===== src/rtl/alu_issue_stage.sv =====
// ID/EX issue stage feeding the ALU: registers decoded operands, forwards from
// MEM/WB onto them, selects immediate for B and inserts load-use bubbles.
module alu_issue_stage #(
  parameter int DATA_W = 32,
  parameter int REG_AW = 5
) (
  input  logic              clk,
  input  logic              reset,
  input  logic              stall,
  input  logic              flush,
  input  logic              in_valid,
  input  logic [REG_AW-1:0] id_rs_addr,
  input  logic [REG_AW-1:0] id_rt_addr,
  input  logic [DATA_W-1:0] id_rs_data,
  input  logic [DATA_W-1:0] id_rt_data,
  input  logic [DATA_W-1:0] id_imm,
  input  logic              id_use_imm,
  input  logic              id_uses_rt,
  input  logic [2:0]        id_aluop,
  input  logic [REG_AW-1:0] id_rd_addr,
  input  logic              id_wr_en,
  input  logic              id_is_load,
  input  logic              mem_wr_en,
  input  logic [REG_AW-1:0] mem_wr_addr,
  input  logic [DATA_W-1:0] mem_wr_data,
  input  logic              wb_wr_en,
  input  logic [REG_AW-1:0] wb_wr_addr,
  input  logic [DATA_W-1:0] wb_wr_data,
  output logic              ex_valid,
  output logic [DATA_W-1:0] ex_A,
  output logic [DATA_W-1:0] ex_B,
  output logic [2:0]        ex_aluop,
  output logic [DATA_W-1:0] ex_store_data,
  output logic [REG_AW-1:0] ex_rd_addr,
  output logic              ex_wr_en,
  output logic              ex_is_load,
  output logic              load_use_stall
);

  logic              valid_q,   valid_d;
  logic [REG_AW-1:0] rs_addr_q, rs_addr_d;
  logic [REG_AW-1:0] rt_addr_q, rt_addr_d;
  logic [REG_AW-1:0] rd_addr_q, rd_addr_d;
  logic [DATA_W-1:0] rs_data_q, rs_data_d;
  logic [DATA_W-1:0] rt_data_q, rt_data_d;
  logic [DATA_W-1:0] imm_q,     imm_d;
  logic              use_imm_q, use_imm_d;
  logic [2:0]        aluop_q,   aluop_d;
  logic              wr_en_q,   wr_en_d;
  logic              is_load_q, is_load_d;

  logic              rs_hit, rt_hit;
  logic [DATA_W-1:0] src_rs, src_rt;

  // A load in EX cannot supply its result to the instruction right behind it.
  always_comb begin
    rs_hit = (id_rs_addr == rd_addr_q);
    rt_hit = id_uses_rt && (id_rt_addr == rd_addr_q);
    load_use_stall = valid_q && is_load_q && wr_en_q && (rd_addr_q != '0) &&
                     in_valid && (rs_hit || rt_hit);
  end

  always_comb begin
    valid_d   = in_valid;
    rs_addr_d = id_rs_addr;
    rt_addr_d = id_rt_addr;
    rd_addr_d = id_rd_addr;
    rs_data_d = id_rs_data;
    rt_data_d = id_rt_data;
    imm_d     = id_imm;
    use_imm_d = id_use_imm;
    aluop_d   = id_aluop;
    wr_en_d   = id_wr_en && in_valid;
    is_load_d = id_is_load && in_valid;
    // A bubble is exactly the reset content; stall wins over the load-use bubble.
    if (flush || (!stall && load_use_stall)) begin
      valid_d   = 1'b0;
      rs_addr_d = '0;
      rt_addr_d = '0;
      rd_addr_d = '0;
      rs_data_d = '0;
      rt_data_d = '0;
      imm_d     = '0;
      use_imm_d = 1'b0;
      aluop_d   = 3'b000;
      wr_en_d   = 1'b0;
      is_load_d = 1'b0;
    end else if (stall) begin
      valid_d   = valid_q;
      rs_addr_d = rs_addr_q;
      rt_addr_d = rt_addr_q;
      rd_addr_d = rd_addr_q;
      rs_data_d = rs_data_q;
      rt_data_d = rt_data_q;
      imm_d     = imm_q;
      use_imm_d = use_imm_q;
      aluop_d   = aluop_q;
      wr_en_d   = wr_en_q;
      is_load_d = is_load_q;
    end
  end

  always_ff @(posedge clk or posedge reset) begin
    if (reset) begin
      valid_q   <= 1'b0;
      rs_addr_q <= '0;
      rt_addr_q <= '0;
      rd_addr_q <= '0;
      rs_data_q <= '0;
      rt_data_q <= '0;
      imm_q     <= '0;
      use_imm_q <= 1'b0;
      aluop_q   <= 3'b000;
      wr_en_q   <= 1'b0;
      is_load_q <= 1'b0;
    end else begin
      valid_q   <= valid_d;
      rs_addr_q <= rs_addr_d;
      rt_addr_q <= rt_addr_d;
      rd_addr_q <= rd_addr_d;
      rs_data_q <= rs_data_d;
      rt_data_q <= rt_data_d;
      imm_q     <= imm_d;
      use_imm_q <= use_imm_d;
      aluop_q   <= aluop_d;
      wr_en_q   <= wr_en_d;
      is_load_q <= is_load_d;
    end
  end

  // MEM is the younger producer, so it beats WB; r0 is never forwarded.
  always_comb begin
    if (mem_wr_en && (mem_wr_addr != '0) && (mem_wr_addr == rs_addr_q))
      src_rs = mem_wr_data;
    else if (wb_wr_en && (wb_wr_addr != '0) && (wb_wr_addr == rs_addr_q))
      src_rs = wb_wr_data;
    else
      src_rs = rs_data_q;

    if (mem_wr_en && (mem_wr_addr != '0) && (mem_wr_addr == rt_addr_q))
      src_rt = mem_wr_data;
    else if (wb_wr_en && (wb_wr_addr != '0) && (wb_wr_addr == rt_addr_q))
      src_rt = wb_wr_data;
    else
      src_rt = rt_data_q;
  end

  assign ex_valid      = valid_q;
  assign ex_A          = src_rs;
  assign ex_B          = use_imm_q ? imm_q : src_rt;
  assign ex_store_data = src_rt;
  assign ex_aluop      = aluop_q;
  assign ex_rd_addr    = rd_addr_q;
  assign ex_wr_en      = wr_en_q && valid_q;
  assign ex_is_load    = is_load_q && valid_q;

endmodule


===== config.mk =====
export PLATFORM = sky130hd
export DESIGN_NAME = alu_issue_stage
export DESIGN_NICKNAME = d
export VERILOG_FILES = /design/src/rtl/alu_issue_stage.sv
export SDC_FILE = /design/constraint.sdc
export NUM_CORES = 1
export LEC_CHECK = 0
export ABC_AREA = 1
export CAP_MARGIN = 20
export CORE_ASPECT_RATIO = 0.8
export CORE_MARGIN = 5
export CORE_UTILIZATION = 30
export CTS_CLUSTER_SIZE = 8
export DETAILED_ROUTE_END_ITERATION = 8
export GPL_TIMING_DRIVEN = 0
export SKIP_LAST_GASP = 1
export SLEW_MARGIN = 20
export SYNTH_ARGS = -nofsm -noshare
export SYNTH_HDL_FRONTEND = slang
export SYNTH_SLANG_ARGS = --single-unit

===== constraint.sdc =====
create_clock -name clk -period 4.3 [get_ports clk]
set_input_delay 0.86 -clock clk [delete_from_list [all_inputs] [get_ports clk]]
set_output_delay 0.86 -clock clk [all_outputs]
set_load 0.005 [all_outputs]

==> key figures, run 1 <==
Outcome
  – Status: complete, no violations

Critical path
  – Slowest-stage cell, CP: nor3_2
  – Crit path max fanout: 10
  – Worst Setup Start Kind: primary input
  – Crit path cell chain: clkdlybuf4s50_1 > xnor2_1 > nand2_1 > nor3_2 > buf_6 > nand3b_1 > nand3_1 > nand2_1 > clkdlybuf4s50_1
  – Reg2reg path depth: 8
  – Critical path capture point type: output port
  – CP Data Required Time: 3440 ps
  – Crit Path Category: primary input to output port
  – Slowest cell delay on critical path: 590 ps
  – Worst Path Arrival: 3300 ps

Clock network
  – Inserted Clock Buffers: 17
  – Clk_lat worst skew: 420 ps
  – Clock slew at reported path FFs: 60 ps
  – Clock Tree Buf Depth: 2
  – Clock Sinks: 118
  – Hold_buf cts: 0
  – CTS root buf: clkbuf_16
  – CTS tree: yes
  – H-Tree Depth: 4

Place
  – Post-DP HPWL: 27.3 mm
  – DP Worst Slack: -271 ps
  – Placed Instances: 1735
  – Final GP Congestion: 0.879
  – I/O Buffers: 306

Finish
  – Fillers: 2573
  – Non-filler cells, final: 1775
  – Most common cell after layout, fill and taps aside: nand2_1
  – Fin util: 46.9%
  – Area delta synth->final: 54.7%
  – Nets: 1633
  – Fraction of layout cells with a size suffix above 1: 6.70%
  – Most frequent cells in the layout: nand2_1, clkdlybuf4s50_1, nand3_1, dfrtp_1, nand4_1

Synthesis
  – Count of cell types in the netlist: 25
  – Mapped cell area: 7650 sq um
  – Ys Warns: 0
  – Synthesized instance count: 1104
  – Register area share after synthesis: 38.6%
  – Syn nets: 1303
  – FF+latch count, synth: 118
  – Synthesized area per cell: 6.93 sq um

Timing
  – Worst Tran Pin Value: 717 ps
  – RSZ-0062 raised after global routing: yes
  – Fin crit share: 96.8%
  – Final WS setup: 136 ps
  – Setup TNS: 0 ps
  – Min Clock Period, post-route: 4160 ps
  – Pins Over Slew Limit: 0
  – Max Clock Skew: 19.5 ps
  – Slew HR: 52.1%
  – Final Hold Fails: 0
  – Setup violators final: 0
  – Hold WS: 479 ps
  – Fmax: 0.240 GHz

Routing
  – DRC viols: 0
  – Vias: 8741
  – Vias per std cell: 4.92
  – 1st-iter DRT viols: 695
  – Detailed Route WL: 34.7 mm
  – Remaining antenna violation count after routing: 0
  – WL per Instance: 19.6 um
  – Pre-antenna DRT Iters: 5

Floorplan
  – Initial Utilization: 30.3%
  – Chip height: 153 um
  – Chip Width: 189 um
  – I/O pin cnt: 307
  – DIE AREA: 28800 sq um
  – Area of the core: 25200 sq um
  – Cell row count: 52

Flow run
  – Max_cap viols: 0

Pwr
  – Leak Pwr: 5.57 nW
  – Power per cell area: 301 nW/um^2
  – Worst IR drop on VDD: 258 uV

GRT
  – Initial antenna violation count: 4
  – Total track usage: 23.4%
  – Vias in the first global route: 8767
  – Largest net degree at the start of global routing: 63
  – GR Overflow Total: 0
  – First-pass GRT wire length: 52.6 mm

Worst hold path
  – Worst Hold Path Cells: 2
  – Min-Delay Path Class: register to register
==> critical path, delay by kind of cell <==
kind                   cells  cell delay (ps)
XOR/XNOR                   1              140
buffers and inverters      3             1240
AND/OR/NAND/NOR            5             1050
==> path summary, 6_finish.rpt <==
check,start,end,slack (ps)
min,wr_en_q,wr_en_q,480
max,mem_wr_addr[1],ex_B[20],140
max reg2reg,ex_rd_addr[2],rs_data_q[15],2460
min reg2reg,wr_en_q,wr_en_q,480
max in group asynchronous,reset,rs_data_q[16],2750
min in group asynchronous,reset,ex_aluop[1],870
==> layer usage <==
layer	vias up	wire length, um	GRT usage (%)
li1	4274	-	-
met1	4059	15900	32.6
met2	379	15200	36.2
met3	29	3130	7.34
met4	0	475	4.75
met5	-	0	0
==> flip-flops by register name, indices dropped and copies added (netlist names) <==
register and flops:
imm_q 32, rs_data_q 32, rt_data_q 32, ex_rd_addr 5, rs_addr_q 5, rt_addr_q 5, ex_aluop 3, ex_valid 1
is_load_q 1, use_imm_q 1, wr_en_q 1
==> what timing repair did <==
action                                  in CTS  in global routing
pin swaps                                    1                  2
endpoints found under the setup margin      89                 64
setup buffers                                2                  2
gates resized for setup                      3                  3
==> synthesized netlist by cell type <==
cell type,number,area [sq um]
clkbuf_1,29,109
nor2_1,16,60.1
o21ai_0,26,130
nand4_1,69,432
nor3_1,3,15.0
o21ai_1,25,125
buf_4,1,7.51
nor3_2,1,10.0
nand2_2,4,25.0
buf_1,9,33.8
clkinv_1,1,3.75
and2_1,32,200
xor2_1,17,149
buf_6,7,78.8
inv_1,48,180
nor2_2,1,6.26
nor3_4,1,16.3
xnor2_1,8,70.1
nor2_4,1,11.3
inv_2,1,3.75
nand3b_1,65,488
nand2_1,450,1690
dfrtp_1,118,2950
buf_2,38,190
nand3_1,133,666
==> stage by stage <==
step | total power [mW] | instance area (sq um)
5_1_grt | 3.72 | 11800
4_1_cts | 3.60 | 11800
3_5_place_dp | 2.06 | 11200
3_3_place_gp | 2.05 | 11100
6_report | 3.57 | 11800
2_1_floorplan | 1.55 | 7650
==> logic make-up after synthesis <==
family | count (synthesis) | synth area share [%]
simple gates | 776 | 47.3
buf+inv | 134 | 7.93
flops | 118 | 38.6
compound gates | 51 | 3.34
xor+xnor | 25 | 2.86
==> final cells by class <==
class	count	area, sq um	area share (%)
Clock inverter	12	166	1.41
Sequential cell	118	2950	24.9
Inverter	50	195	1.65
Clock buffer	20	457	3.86
Buffer	84	419	3.54
Tap cell	324	405	3.42
Multi-Input combinational cell	852	4120	34.8
Timing Repair Buffer	311	3120	26.4
Antenna cell	4	10.0	0.0845
==> power breakdown <==
part	total, mW	switching, mW	leakage (nW)	internal, mW
registers	1.22	0.0443	1.57	1.17
logic	0.824	0.397	3.71	0.427
clock network	1.53	0.577	0.298	0.952
total	3.57	1.02	5.57	2.55
(Power assumes the default switching activity.)
==> inputs of run 2 (changes only) <==
CTS_BUF_LIST = sky130_fd_sc_hd__clkbuf_8   (was unset)
CTS_CLUSTER_DIAMETER = 120   (was unset)
==> key figures, run 2 (synthesis results as in run 1) <==
Clock network
  – Clk_lat worst skew: 460 ps
  – Clock Tree Buf Depth: 2
  – H-Tree Depth: 4
  – Clock slew at reported path FFs: 80 ps
  – Clock Sinks: 118
  – CTS root buf: clkbuf_8
  – CTS tree: yes
  – Inserted Clock Buffers: 17

Finish
  – Final instance area: 11700 sq um
  – Fraction of layout cells with a size suffix above 1: 6.77%
  – Regs by FF count: imm_q: 32 flops, rs_data_q: 32 flops, rt_data_q: 32 flops
  – Nets: 1634
  – Most common cell after layout, fill and taps aside: nand2_1
  – Most frequent cells in the layout: nand2_1, clkdlybuf4s50_1, nand3_1, dfrtp_1, nand4_1
  – Area delta synth->final: 52.7%

Critical path
  – Worst Path Arrival: 3300 ps
  – CP delay by family, top: buffers and inverters
  – Crit path max fanout: 10
  – Critical path capture point type: output port
  – Crit Path Category: primary input to output port
  – Cell mode on critical path: nand2_1
  – Critical path buffer and inverter count: 4
  – Slowest cell delay on critical path: 560 ps
  – Worst Setup Start Kind: primary input
  – Slowest-stage cell, CP: clkdlybuf4s50_1
  – CP Data Required Time: 3440 ps
  – Crit path cell chain: clkdlybuf4s50_1 > nor2_1 > nand2_1 > o21ai_2 > nor3_1 > nand2_1 > inv_2 > buf_2 > nand2_1 > nand2_1 > clkdlybuf4s50_1

Worst hold path
  – Min-Delay Path Class: register to register

Routing
  – Remaining antenna violation count after routing: 0
  – Vias: 8730
  – Detailed Route WL: 34.7 mm
  – Vias per std cell: 4.92
  – WL per Instance: 19.5 um
  – 1st-iter DRT viols: 718
  – DRC viols: 0
  – Pre-antenna DRT Iters: 7

Floorplan
  – Chip Width: 189 um
  – Area of the core: 25200 sq um
  – Cell row count: 52
  – Initial Utilization: 30.3%
  – I/O pin cnt: 307
  – Chip height: 153 um
  – DIE AREA: 28800 sq um

Timing
  – Pins Over Slew Limit: 0
  – Final WS setup: 144 ps
  – Setup TNS: 0 ps
  – Slew HR: 52.1%
  – Max Clock Skew: 24.2 ps
  – Setup violators final: 0
  – Final Hold Fails: 0
  – Min Clock Period, post-route: 4160 ps
  – Worst Tran Pin Value: 718 ps
  – Fin crit share: 96.7%
  – Fmax: 0.241 GHz
  – Hold WS: 484 ps

Pwr
  – Worst IR drop on VDD: 162 uV
  – Power per cell area: 272 nW/um^2
  – Leak Pwr: 5.51 nW

GRT
  – Initial antenna violation count: 4
  – GR Overflow Total: 0
  – Largest net degree at the start of global routing: 63
  – First-pass GRT wire length: 52.5 mm
  – Total track usage: 23.4%
  – Vias in the first global route: 8737

Place
  – Area of placed instances: 11200 sq um
  – Post-DP HPWL: 27.3 mm
  – DP Worst Slack: -271 ps
  – I/O Buffers: 306
  – Final GP Congestion: 0.879

Flow run
  – Max_cap viols: 0

Outcome
  – Status: complete, no violations
==> run 2: cell types whose count changed in the layout (fill, tap and decap cells not counted), sizes merged <==
cell	delta
clkbuf	+1
inv	+1
buf	-1
==> run 2: power by group <==
part,internal [mW],switching [mW]
Clock,0.611,0.527
Combinational,0.429,0.398
Sequential,1.17,0.0439
Total,2.21,0.968
==> run 2: area by class of cell <==
class | instances | area [sq um]
Sequential cell | 118 | 2950
Clock buffer | 19 | 262
Clock inverter | 13 | 170
Tap cell | 324 | 405
Buffer | 84 | 424
Fill cell | 2598 | 13600
Multi-Input combinational cell | 852 | 4120
Antenna cell | 4 | 10.0
Timing Repair Buffer | 312 | 3140
Inverter | 50 | 195
==> run 2: tightest hold or removal path, stage by stage (launching register included) <==
cell,delay [ps]
dfrtp_1,350
nand2_1,50
nand2_1,60
==> run 2: final timing paths <==
kind | startpoint | endpoint | slack [ps] | depth (start not counted)
max | mem_wr_addr[2] | ex_A[10] | 140 | 11
max reg2reg | ex_rd_addr[2] | rs_data_q[15] | 2450 | 8
min | wr_en_q | wr_en_q | 480 | 2
min in group asynchronous | reset | ex_aluop[1] | 830 | 2
min reg2reg | wr_en_q | wr_en_q | 480 | 2
max in group asynchronous | reset | rs_data_q[16] | 2780 | 3
==> run 2: what timing repair did <==
item                       in CTS  in global routing
gates cloned                    0                  0
hold buffers                    0                  0
pin swaps                       1                  2
setup endpoints to repair      89                 64
hold endpoints to repair        0                  0
resized for setup               3                  6
buffers inserted                2                  3
==> run 2: metal layers <==
metal  vias up  track usage, %  share of wire [%]
li1       4291               -                  -
met4         0            5.31                1.2
met3        22            6.93                9.6
met1      4048            32.7                 45
met5         -               0                  0
met2       369            36.2                 44
==> run 2: stage by stage <==
| step | power [mW] | utilization, % | std cells |
|---|---|---|---|
| after floorplan | 1.55 | - | 1104 |
| after global placement | 2.05 | 44.1 | 1734 |
| after detailed placement | 2.06 | 44.2 | 1735 |
| after CTS | 3.21 | 46.0 | 1769 |
| after global routing | 3.33 | 46.3 | 1776 |
| final | 3.18 | 46.3 | 1776 |
==> inputs of run 3 (changes only) <==
CORE_ASPECT_RATIO = unset   (was 0.8)
==> key figures, run 3 (synthesis results as in run 1) <==
Finish
  – Sequential cell area: 2950 sq um
  – Regs by FF count: imm_q: 32 flops, rs_data_q: 32 flops, rt_data_q: 32 flops
  – Fillers: 2598
  – Fraction of layout cells with a size suffix above 1: 6.71%
  – Non-filler cells, final: 1779
  – Most common cell after layout, fill and taps aside: nand2_1
  – Fin util: 45.9%
  – Area delta synth->final: 50.9%
  – Nets: 1632
  – Final instance area: 11500 sq um
  – Multi-input gate area: 4110 sq um
  – Most frequent cells in the layout: nand2_1, clkdlybuf4s50_1, nand3_1, dfrtp_1, nand4_1

Worst hold path
  – Hold path endpoint: imm_q[17]
  – Hold path startpoint: imm_q[17]
  – Worst Hold Path Cells: 2
  – Min-Delay Path Class: register to register

Clock network
  – Hold_buf cts: 0
  – H-Tree Depth: 4
  – Inserted Clock Buffers: 17
  – Clock slew at reported path FFs: 70 ps
  – CTS tree: yes
  – CTS root buf: clkbuf_8
  – Clk_lat worst skew: 440 ps
  – Clock Tree Buf Depth: 2
  – Clock Sinks: 118

Floorplan
  – Chip height: 170 um
  – Cell row count: 58
  – Chip Width: 170 um
  – Initial Utilization: 30.4%
  – DIE AREA: 28800 sq um
  – Area of the core: 25200 sq um
  – I/O pin cnt: 307

Timing
  – Max Clock Skew: 14.0 ps
  – Setup violators final: 0
  – RSZ-0062 raised after global routing: yes
  – Hold WS: 481 ps
  – Fmax: 0.239 GHz
  – Setup TNS: 0 ps
  – Worst Tran Pin Value: 776 ps
  – Final Hold Fails: 0
  – Slew HR: 48.0%
  – Min Clock Period, post-route: 4190 ps
  – Fin crit share: 97.4%
  – Pins Over Slew Limit: 0

Critical path
  – Reg2reg end: rs_data_q[25]
  – Critical path buffer and inverter count: 3
  – Worst Setup Start Kind: primary input
  – Crit path max fanout: 10
  – Worst Path Arrival: 3330 ps
  – CP delay by family, top: buffers and inverters
  – Flop-to-flop setup slack: 2460 ps
  – Slowest cell delay on critical path: 640 ps
  – Crit Path Category: primary input to output port
  – Slowest-stage cell, CP: nor3_2
  – CP Data Required Time: 3440 ps
  – Critical path capture point type: output port
  – Reg2reg path depth: 9
  – Reg2reg start: ex_rd_addr[1]
  – Crit path cell chain: clkdlybuf4s50_1 > xnor2_1 > nand2_1 > nor3_2 > buf_6 > nand3b_1 > nand3_1 > nand2_1 > clkdlybuf4s50_1

Routing
  – DRC viols: 0
  – 1st-iter DRT viols: 666
  – Vias per std cell: 4.88
  – Max Used Layer: met5
  – Met1 Wirelength: 15.1 mm
  – Met2 routed WL: 15.8 mm
  – WL per Instance: 19.2 um
  – Pre-antenna DRT Iters: 7
  – Detailed Route WL: 34.2 mm
  – Vias: 8678
  – Remaining antenna violation count after routing: 0
  – Met3 WL post-DR: 2.71 mm

GRT
  – Vias in the first global route: 8833
  – Total track usage: 23.2%
  – Largest net degree at the start of global routing: 61
  – First-pass GRT wire length: 51.3 mm
  – GR Overflow Total: 0
  – Initial antenna violation count: 4

Place
  – Final GP Congestion: 0.881
  – Placed Instances: 1741
  – Post-DP HPWL: 26.9 mm
  – I/O Buffers: 306
  – Area of placed instances: 11200 sq um

Pwr
  – Leak Pwr: 5.44 nW
  – Power per cell area: 255 nW/um^2
  – Worst IR drop on VDD: 145 uV

Flow run
  – Max_cap viols: 0

Outcome
  – Status: complete, no violations
## run 3: cell types whose count changed in the layout (fill, tap and decap cells not counted), sizes merged
cell	previous run	this run
inv	53	52
clkbuf	50	47
clkinv	5	8
buf	59	58
clkinvlp	2	5
diode	4	3
bufinv	3	0
## run 3: worst max path at each step
stage	depth (start not counted)	slack [ps]	endpoint	start
detailed placement	10	-150	ex_B[1]	wb_wr_addr[4]
CTS	11	20	ex_A[21]	wb_wr_addr[2]
floorplan	1	310	ex_aluop[0]	reset
finish	9	110	ex_B[1]	mem_wr_addr[1]
global placement	2	-1750	rs_data_q[24]	reset
global route	11	-20	ex_A[21]	mem_wr_addr[2]
## run 3: repair_timing
action,in CTS,in global routing
resized for setup,2,3
endpoints found under the hold margin,0,0
pin swaps,1,1
buffers inserted,1,2
setup endpoints to repair,63,46
## run 3: routing by layer
metal  vias up  GRT usage (%)
met1      4038           30.7
li1       4270              -
met3        34           6.55
met2       332           37.8
met5         -              0
met4         4           5.46
## run 3: report_power, final
group	switching [mW]	internal, mW	leakage, nW
logic	0.395	0.426	3.70
registers	0.0433	1.17	1.57
clock network	0.517	0.398	0.164
total	0.956	1.99	5.44
## run 3: tightest hold or removal path: cells and delay by family, from the launching register on
family | cells | cell delay, ps
flops | 1 | 340
simple gates | 2 | 100
## run 3: layout make-up
class	instances	area share, %
antenna	3	0.0650
sequential	118	25.6
clock inverter	15	0.921
multi-input combinational	852	35.5
tap	330	3.58
timing repair buffer	310	27.0
clock buffer	17	2.03
inverter	50	1.69
buffer	84	3.65
## run 3: through the flow
stage / setup WS (ps) / total power [mW]
after CTS: 23.9 / 2.98
after global placement: -1750 / 2.05
final: 111 / 2.95
after detailed placement: -153 / 2.06
after floorplan: 311 / 1.55
after global routing: -17.9 / 3.11
